### config.mk
export PLATFORM = sky130hd
export DESIGN_NAME = lsu_arbiter
export DESIGN_NICKNAME = d
export VERILOG_FILES = /design/src/rtl/lsu_arbiter.sv
export SDC_FILE = /design/constraint.sdc
export NUM_CORES = 1
export LEC_CHECK = 0
export CAP_MARGIN = 20
export CORE_AREA = 3 3 135 137
export DETAILED_ROUTE_END_ITERATION = 8
export DIE_AREA = 0 0 138 140
export GPL_TIMING_DRIVEN = 0
export PLACE_DENSITY = 0.7
export SLEW_MARGIN = 25
export SYNTH_ARGS = -nofsm -noshare
export SYNTH_HDL_FRONTEND = slang
export SYNTH_SLANG_ARGS = --single-unit
### constraint.sdc
create_clock -name clk -period 2.17 [get_ports clk]
set_input_delay 0.3255 -clock clk [delete_from_list [all_inputs] [get_ports clk]]
set_output_delay 0.3255 -clock clk [all_outputs]
set_load 0.01 [all_outputs]
### src/rtl/lsu_arbiter.sv
// Load/store arbiter between the reservation stations and a single-port synchronous data memory.
// Round-robin within each class, selectable class priority, and a held load-result register for the CDB.
module lsu_arbiter #(
  parameter int NUM_LOAD   = 2,
  parameter int NUM_STORE  = 2,
  parameter int ADDR_W     = 32,
  parameter int DATA_W     = 32,
  parameter int TAG_W      = 4,
  parameter int LOAD_FIRST = 1
) (
  input  logic                        clk,
  input  logic                        reset,
  input  logic [NUM_LOAD-1:0]         load_valid,
  input  logic [NUM_LOAD*ADDR_W-1:0]  load_addr,
  input  logic [NUM_LOAD*TAG_W-1:0]   load_tag,
  output logic [NUM_LOAD-1:0]         load_grant,
  input  logic [NUM_STORE-1:0]        store_valid,
  input  logic [NUM_STORE*ADDR_W-1:0] store_addr,
  input  logic [NUM_STORE*DATA_W-1:0] store_data,
  output logic [NUM_STORE-1:0]        store_grant,
  input  logic                        cdb_valid,
  input  logic [TAG_W-1:0]            cdb_tag,
  output logic                        mem_we,
  output logic [ADDR_W-1:0]           mem_addr,
  output logic [DATA_W-1:0]           mem_wdata,
  input  logic [DATA_W-1:0]           mem_rdata,
  output logic                        result_valid,
  output logic [TAG_W-1:0]            result_tag,
  output logic [DATA_W-1:0]           result_data
);

  localparam int LP_W = (NUM_LOAD > 1) ? $clog2(NUM_LOAD) : 1;
  localparam int SP_W = (NUM_STORE > 1) ? $clog2(NUM_STORE) : 1;

  // Handshake: a slot holds valid and its fields stable until its grant bit is
  // seen high in the same cycle; it drops or changes the request the next cycle.
  // Grants are combinational and only ever go to slots whose valid is high.

  function automatic int wrap(input int v, input int n);
    return (v >= n) ? v - n : v;
  endfunction

  logic [LP_W-1:0]     load_ptr;
  logic [SP_W-1:0]     store_ptr;
  logic [NUM_LOAD-1:0] load_sel;
  logic [NUM_STORE-1:0] store_sel;
  logic [LP_W-1:0]     load_idx;
  logic [SP_W-1:0]     store_idx;
  logic                load_found;
  logic                store_found;
  logic                load_ok;
  logic                ld_req;
  logic                st_req;
  logic                pick_load;
  logic                pick_store;
  logic [ADDR_W-1:0]   addr_q;
  logic [DATA_W-1:0]   wdata_q;
  logic [DATA_W-1:0]   data_q;
  logic                rd_pending;
  logic [ADDR_W-1:0]   sel_load_addr;
  logic [TAG_W-1:0]    sel_load_tag;
  logic [ADDR_W-1:0]   sel_store_addr;
  logic [DATA_W-1:0]   sel_store_data;

  // Round-robin search for loads, starting at the pointer and wrapping.
  always_comb begin
    load_sel   = '0;
    load_idx   = '0;
    load_found = 1'b0;
    for (int off = 0; off < NUM_LOAD; off++) begin
      if (!load_found && load_valid[wrap(int'(load_ptr) + off, NUM_LOAD)]) begin
        load_found = 1'b1;
        load_sel[wrap(int'(load_ptr) + off, NUM_LOAD)] = 1'b1;
        load_idx = LP_W'(wrap(int'(load_ptr) + off, NUM_LOAD));
      end
    end
  end

  always_comb begin
    store_sel   = '0;
    store_idx   = '0;
    store_found = 1'b0;
    for (int off = 0; off < NUM_STORE; off++) begin
      if (!store_found && store_valid[wrap(int'(store_ptr) + off, NUM_STORE)]) begin
        store_found = 1'b1;
        store_sel[wrap(int'(store_ptr) + off, NUM_STORE)] = 1'b1;
        store_idx = SP_W'(wrap(int'(store_ptr) + off, NUM_STORE));
      end
    end
  end

  assign sel_load_addr  = load_addr[int'(load_idx)*ADDR_W +: ADDR_W];
  assign sel_load_tag   = load_tag[int'(load_idx)*TAG_W +: TAG_W];
  assign sel_store_addr = store_addr[int'(store_idx)*ADDR_W +: ADDR_W];
  assign sel_store_data = store_data[int'(store_idx)*DATA_W +: DATA_W];

  // The result register frees in the very cycle the CDB takes it.
  assign load_ok = !result_valid || (cdb_valid && (cdb_tag == result_tag));
  assign ld_req  = !reset && load_found && load_ok;
  assign st_req  = !reset && store_found;

  always_comb begin
    if (LOAD_FIRST != 0) begin
      pick_load  = ld_req;
      pick_store = st_req && !ld_req;
    end else begin
      pick_store = st_req;
      pick_load  = ld_req && !st_req;
    end
  end

  assign load_grant  = pick_load  ? load_sel  : '0;
  assign store_grant = pick_store ? store_sel : '0;

  // Idle cycles replay the last address/data so the memory never sees X.
  assign mem_we    = pick_store;
  assign mem_addr  = pick_load ? sel_load_addr : (pick_store ? sel_store_addr : addr_q);
  assign mem_wdata = pick_store ? sel_store_data : wdata_q;

  // Read data is live from the memory in the first result cycle, then held.
  assign result_data = rd_pending ? mem_rdata : data_q;

  always_ff @(posedge clk) begin
    if (reset) begin
      load_ptr     <= '0;
      store_ptr    <= '0;
      addr_q       <= '0;
      wdata_q      <= '0;
      data_q       <= '0;
      rd_pending   <= 1'b0;
      result_valid <= 1'b0;
      result_tag   <= '0;
    end else begin
      addr_q     <= mem_addr;
      wdata_q    <= mem_wdata;
      rd_pending <= pick_load;
      if (rd_pending) data_q <= mem_rdata;
      if (pick_load) begin
        load_ptr     <= LP_W'(wrap(int'(load_idx) + 1, NUM_LOAD));
        result_valid <= 1'b1;
        result_tag   <= sel_load_tag;
      end else if (result_valid && cdb_valid && (cdb_tag == result_tag)) begin
        result_valid <= 1'b0;
      end
      if (pick_store) store_ptr <= SP_W'(wrap(int'(store_idx) + 1, NUM_STORE));
    end
  end

endmodule
==> results of run 1 <==
==> registers in the layout (all words and copies together) (netlist names) <==
signal and cells:
addr_q 32, data_q 32, load_ptr 1, rd_pending 1, result_tag 4, result_valid 1
store_ptr 1, wdata_q 32
==> metal layers <==
layer | vias to the layer above | global-route usage (%)
met1 | 2854 | 27.5
met3 | 24 | 5.02
met5 | - | 0
met2 | 227 | 43.0
li1 | 2984 | -
met4 | 0 | 6.45
==> cell usage in the layout, fill, tap and decap left out, types with 15 or more instances in the layout <==
cell type / synthesis / final
buf_4: 9 / 49
mux2i_2: 0 / 26
buf_12: 0 / 15
a21oi_2: 0 / 56
nor2_2: 0 / 18
buf_6: 2 / 27
a211oi_1: 44 / 40
dfxtp_1: 104 / 98
clkdlybuf4s50_1: 0 / 269
mux2_2: 96 / 90
mux2i_1: 68 / 34
buf_2: 24 / 65
a211oi_2: 24 / 28
and2_1: 33 / 32
a21oi_1: 97 / 29
==> metrics by stage <==
stage / setup TNS [ns] / std cells / hold WS (ns)
2_1_floorplan: 0 / 582 / 0.455
3_3_place_gp: -81.72 / 1154 / 0.468
3_5_place_dp: -83.77 / 1154 / 0.467
4_1_cts: -17.16 / 1236 / 0.399
5_1_grt: -19.57 / 1235 / 0.452
6_report: -12.81 / 1235 / 0.426
==> cell type report <==
cell class	count	area, sq um
diodes	1	2.50
plain buffers	53	593
clock buffers	10	239
clock inverters	6	51.3
fillers	1461	5880
inverters	6	27.5
multi-input cells	418	4100
flip-flops and latches	104	2090
well taps	225	282
repair buffers	412	3910
==> where the power goes <==
| group | internal [mW] | total (mW) | leakage [nW] | switching (mW) |
|---|---|---|---|---|
| Clock | 0.825 | 1.60 | 0.133 | 0.778 |
| Combinational | 1.52 | 2.65 | 3.51 | 1.13 |
| Sequential | 2.07 | 2.14 | 0.861 | 0.0684 |
==> cell families after synthesis <==
family | share of synthesized area, %
AOI/OAI and AO/OA | 20.4
muxes | 30.6
DFF | 36.2
and+or+nand+nor | 6.96
buffers and inverters | 5.28
xor gates and xnor gates | 0.609
==> worst max path at each step <==
| stage | start | endpoint | slack [ns] | cells past startpoint |
|---|---|---|---|---|
| after floorplan | load_valid[0] | mem_addr[27] | 0.30 | 7 |
| after global placement | load_valid[0] | mem_addr[27] | -1.23 | 9 |
| after detailed placement | load_valid[0] | mem_addr[27] | -1.21 | 9 |
| after CTS | result_tag[3]$_SDFFE_PP0N_ | mem_addr[15] | -0.25 | 8 |
| after global routing | result_tag[2]$_SDFFE_PP0N_ | mem_addr[9] | -0.35 | 8 |
| final | result_tag[2]$_SDFFE_PP0N_ | mem_wdata[28] | -0.24 | 10 |
==> critical path: stages, from the launching register on <==
cell,delay [ns]
dfxtp_2,0.34
xnor2_2,0.13
and4bb_1,0.23
a21oi_4,0.25
buf_12,0.16
nand2_4,0.06
inv_2,0.07
buf_8,0.15
buf_12,0.15
a21oi_1,0.06
buf_2,0.15
==> repair_timing <==
action,4_1_cts,5_1_grt
setup buffers,58,8
setup endpoints to repair,113,103
resized for setup,537,54
pin swaps,13,7
cloned,9,2
==> reports/results.tsv, run 1 <==
stage	metric	value	unit
setup_path	reg-to-reg critical path startpoint	store_ptr$_SDFFE_PP0N_	
synthesis	Post-synth EDFFs	0	
floorplanning	Die X	138	um
sta	normalized max-slew margin	54.8	%
cts	post-cts hold buffer count	0	
detailed_routing	average wire per standard cell	19.1	um
synthesis	register area share after synthesis	36.2	%
detailed_routing	wl on met1	9550	um
global_routing	gr ovfl total	0	
power	pwr/cell area	566	nW/um^2
synthesis	Most used DFF post-synth	dfxtp_1	
global_routing	vias in the first global route	6344	
final_layout	Util after Layout	65.7	%
detailed_routing	met3 wire len	1250	um
detailed_routing	DR top layer	met4	
setup_path	critical path type	register to output port	
final_layout	final instance area	11300	sq um
hold_path	Hold Path End	result_valid$_SDFFE_PP0P_	
cts	H-tree depth	3	
place	port buffer count	347	
detailed_routing	DRT Pass-1 Iters	4	
floorplanning	std cell rows	48	
sta	Max Fclk	0.414	GHz
synthesis	Synth Area per Inst	9.89	sq um
hold_path	Hold Crit Depth	3	
place	final RePlAce weighted congestion	0.812	
cts	total CTS buffers	9	
floorplanning	Die H	140	um
detailed_routing	Final ANT Viol Nets	0	
place	worst slack, placed	-1.21	ns
sta	Worst Skew	0.00826	ns
synthesis	count leader, synth	dfxtp_1	
hold_path	Worst Hold Launch	load_valid[0]	
sta	final worst-path setup slack	-0.244	ns
final_layout	Final nets	1247	
synthesis	Synth area leaders	dfxtp_1 36%, mux2_2 19%, mux2i_1 12%	
synthesis	Async S/R FF share, synth	0	%
place	Cell Area, Placed	9510	sq um
synthesis	Mapped Area	5760	sq um
status	status	complete, but fails checks	
cts	Reg clk slew, reported paths	0.07	ns
synthesis	Yosys warnings	0	
sta	Slew @ Worst Pin	0.678	ns
hold_path	HP Class	input pin to register	
sta	final worst path period share	111	%
cts	TritonCTS clock tree	built	
status	failing checks	setup timing	
detailed_routing	Initial DRC Count	151	
detailed_routing	metal2 WL	12400	um
setup_path	CP Launch Type	register	
global_routing	first-pass GRT wire length	36100	um
global_routing	initial antenna violation count	1	
cts	CTS max path bufs	2	
setup_path	worst r2r dst	addr_q[3]$_SDFF_PP0_	
setup_path	Crit path arrival time	2.09	ns
floorplanning	Initial Util	33.5	%
power	Total Power	6.40	mW
floorplanning	core footprint	17200	sq um
synthesis	syn nets	825	
sta	Final Hold Viols	0	
detailed_routing	WL final	23600	um
place	Post-DP HPWL	17000	um
power	Static Leak	4.50	nW
synthesis	cells after synthesis	582	
global_routing	pin count of the biggest net entering global routing	19	
final_layout	P&R area growth vs syn	96.2	%
power	peak supply drop	329	uV
synthesis	top cell type by total area after synthesis	dfxtp_1	
setup_path	R2R setup slack	0.09	ns
setup_path	maximum fanout along the worst path	10	
detailed_routing	DRC	0	
setup_path	CP endpoint kind	output port	
global_routing	GRT Total Usage	23.4	%
synthesis	Post-synth top cells	104 x dfxtp_1, 97 x a21oi_1, 96 x mux2_2	
cts	Clock Latency Late Sink	0.35	ns
floorplanning	top-level I/O count	349	
floorplanning	Die Footprint	19300	sq um
synthesis	Netlist cell types	26	
sta	final slew viol count	0	
final_layout	layout cell share with drive strength beyond 1	46.2	%
detailed_routing	vias per cell	4.93	
sta	unrepaired setup endpoints after global routing	true	
synthesis	Synth Register Bits	104	
cts	TritonCTS Sinks	104	
setup_path	Crit path required time	1.84	ns
sta	final setup fails	69	
synthesis	top-area cell type share of the netlist area	36.2	%
cts	CTS root buffer	clkbuf_16	
run	MaxCap Viol Count	0	
setup_path	R2R depth	12	
sta	final period demand of the worst path	2.41	ns
detailed_routing	DR vias	6089	
(Power assumes the default switching activity.)
==> run 2: changes to the inputs <==
==> constraint.sdc (replaced) <==
create_clock -name clk -period 2.17 [get_ports clk]
set_input_delay 0.217 -clock clk [delete_from_list [all_inputs] [get_ports clk]]
set_output_delay 0.217 -clock clk [all_outputs]
set_load 0.01 [all_outputs]
==> run 2 against run 1 <==
Against the previous run: routed wire length is 3.3% lower; maximum frequency is 5.7% higher; the run still ends with setup timing left; highest routed layer unchanged; largest cell class unchanged; critical path depth stayed put; non-clock buffer count is 20 lower; final area is 2.6% lower; via count is 2.2% lower; register-to-register slack worse by 0.07 ns.
==> reports/results.tsv, run 2 (synthesis results as in run 1) <==
stage	metric	value	unit	change
status	status	complete, but fails checks		
status	failing checks	setup timing		
place	final RePlAce weighted congestion	0.812		unchanged
sta	Slew @ Worst Pin	0.691	ns	+0.0129 ns
detailed_routing	DRC	0		unchanged
sta	unrepaired setup endpoints after global routing	true		
place	Post-DP HPWL	17000	um	unchanged
floorplanning	top-level I/O count	349		unchanged
sta	Worst Skew	0.00999	ns	+0.00173 ns
sta	Max Fclk	0.438	GHz	+5.7%
cts	total CTS buffers	9		unchanged
setup_path	CP Launch Type	register		
place	port buffer count	347		unchanged
setup_path	Crit path arrival time	2.07	ns	-0.02 ns
cts	TritonCTS clock tree	built		
final_layout	most frequent cells in the layout	273 x clkdlybuf4s50_1, 99 x dfxtp_1, 92 x mux2_2		
sta	final setup fails	65		-5.8%
floorplanning	std cell rows	48		unchanged
setup_path	reg-to-reg critical path startpoint	store_ptr$_SDFFE_PP0N_		
power	pwr/cell area	572	nW/um^2	+0.97%
global_routing	initial antenna violation count	0		-1
global_routing	gr ovfl total	0		unchanged
final_layout	# fillers	1504		+2.9%
hold_path	Hold Crit Depth	3		unchanged
final_layout	n_diodes	0		-1
setup_path	maximum fanout along the worst path	10		unchanged
sta	final worst-path setup slack	-0.113	ns	+0.131 ns
power	Static Leak	4.36	nW	-3.2%
power	peak supply drop	345	uV	+5.1%
sta	Final Hold Viols	0		unchanged
floorplanning	Die Footprint	19300	sq um	unchanged
detailed_routing	WL final	22800	um	-3.3%
detailed_routing	DRT Pass-1 Iters	4		unchanged
hold_path	Hold Path End	result_valid$_SDFFE_PP0P_		
global_routing	pin count of the biggest net entering global routing	19		unchanged
cts	Reg clk slew, reported paths	0.07	ns	about the same
detailed_routing	Final ANT Viol Nets	0		unchanged
cts	Clock Latency Late Sink	0.35	ns	about the same
sta	setup TNS	-3.76	ns	+9.04 ns
sta	final slew viol count	0		unchanged
detailed_routing	vias per cell	4.91		-0.51%
hold_path	Worst Hold Launch	load_valid[0]		
floorplanning	Die H	140	um	unchanged
setup_path	Crit path required time	1.95	ns	+0.11 ns
detailed_routing	Initial DRC Count	135		-11%
floorplanning	core footprint	17200	sq um	unchanged
global_routing	GRT Total Usage	22.3	%	-1.1 points
floorplanning	Initial Util	33.5	%	unchanged
final_layout	Final nets	1227		-1.6%
setup_path	R2R setup slack	0.02	ns	-0.07 ns
place	Cell Area, Placed	9510	sq um	unchanged
final_layout	most common cell after layout, fill and taps aside	clkdlybuf4s50_1		
sta	normalized max-slew margin	54.0	%	-0.86 points
detailed_routing	DR vias	5955		-2.2%
setup_path	worst r2r dst	addr_q[2]$_SDFF_PP0_		
cts	CTS root buffer	clkbuf_16		
setup_path	CP endpoint kind	output port		
cts	H-tree depth	3		unchanged
final_layout	final instance area	11000	sq um	-2.6%
global_routing	first-pass GRT wire length	34500	um	-4.4%
global_routing	vias in the first global route	6123		-3.5%
cts	TritonCTS Sinks	104		unchanged
hold_path	HP Class	input pin to register		
cts	CTS max path bufs	2		unchanged
sta	final worst path period share	105	%	-6.0 points
floorplanning	Die X	138	um	unchanged
sta	final period demand of the worst path	2.28	ns	-0.131 ns
cts	post-cts hold buffer count	0		unchanged
setup_path	R2R depth	13		+1
setup_path	critical path type	register to output port		
final_layout	layout cell share with drive strength beyond 1	44.7	%	-1.5 points
detailed_routing	average wire per standard cell	18.8	um	-1.6%
final_layout	top flop regs	addr_q: 32 flops, data_q: 32 flops, wdata_q: 32 flops		
final_layout	P&R area growth vs syn	91.1	%	
run	MaxCap Viol Count	0		unchanged
==> run 2: critical path: stages, from the launching register on <==
cell and delay [ns]:
dfxtp_2 0.34, xor2_1 0.16, nor3_2 0.28, a21oi_4 0.10, buf_12 0.16, nand2_4 0.08
inv_4 0.04, buf_8 0.14, buf_8 0.15, a21oi_1 0.12, buf_2 0.15
==> run 2: final cells by class <==
type | count | area [sq um] | area share [%]
inverters | 6 | 30.0 | 0.273
flip-flops and latches | 104 | 2090 | 19.0
plain buffers | 52 | 532 | 4.83
multi-input cells | 418 | 4100 | 37.3
clock inverters | 6 | 51.3 | 0.466
repair buffers | 393 | 3680 | 33.4
well taps | 225 | 282 | 2.56
clock buffers | 10 | 239 | 2.17
==> run 2: metal layers <==
metal | wire length, um | track usage (%) | vias to the layer above | part of all wire (%)
met5 | 0 | 0 | - | 0
met1 | 9240 | 26.5 | 2778 | 40
met2 | 12000 | 40.6 | 209 | 53
li1 | - | - | 2944 | -
met4 | 398 | 5.77 | 0 | 1.7
met3 | 1210 | 5.02 | 24 | 5.3
==> run 2: repair_timing <==
action                                  CTS  global route
pin swaps                                27            19
gates resized for setup                 447           125
gates cloned                              2             2
buffers inserted                         38             8
endpoints found under the setup margin  103           102
==> run 2: through the flow <==
step	total power [mW]	worst slack (ns)	std cells	utilization [%]	hold slack, ns
2_1_floorplan	3.15	0.413	582	-	0.384
3_5_place_dp	4.31	-0.990	1154	55.4	0.467
5_1_grt	6.58	-0.204	1214	64.0	0.269
4_1_cts	6.14	-0.191	1209	61.3	0.323
3_3_place_gp	4.29	-1.01	1154	55.4	0.468
6_report	6.29	-0.113	1214	64.0	0.242
==> run 2: worst max-delay path by stage <==
stage	startpoint	endpoint	slack, ns	depth (start not counted)
after floorplan	result_tag[1]$_SDFFE_PP0N_	mem_wdata[22]	0.41	8
after global placement	load_valid[0]	mem_addr[27]	-1.01	9
after detailed placement	load_valid[0]	mem_addr[27]	-0.99	9
after CTS	result_tag[3]$_SDFFE_PP0N_	mem_addr[27]	-0.19	9
after global routing	result_tag[1]$_SDFFE_PP0N_	mem_wdata[9]	-0.20	10
final	result_tag[1]$_SDFFE_PP0N_	mem_wdata[28]	-0.11	10
==> run 2: power breakdown <==
group          total, mW  switching (mW)  internal, mW
registers           2.14          0.0661          2.07
logic               2.55            1.11          1.44
clock network       1.60           0.779         0.825
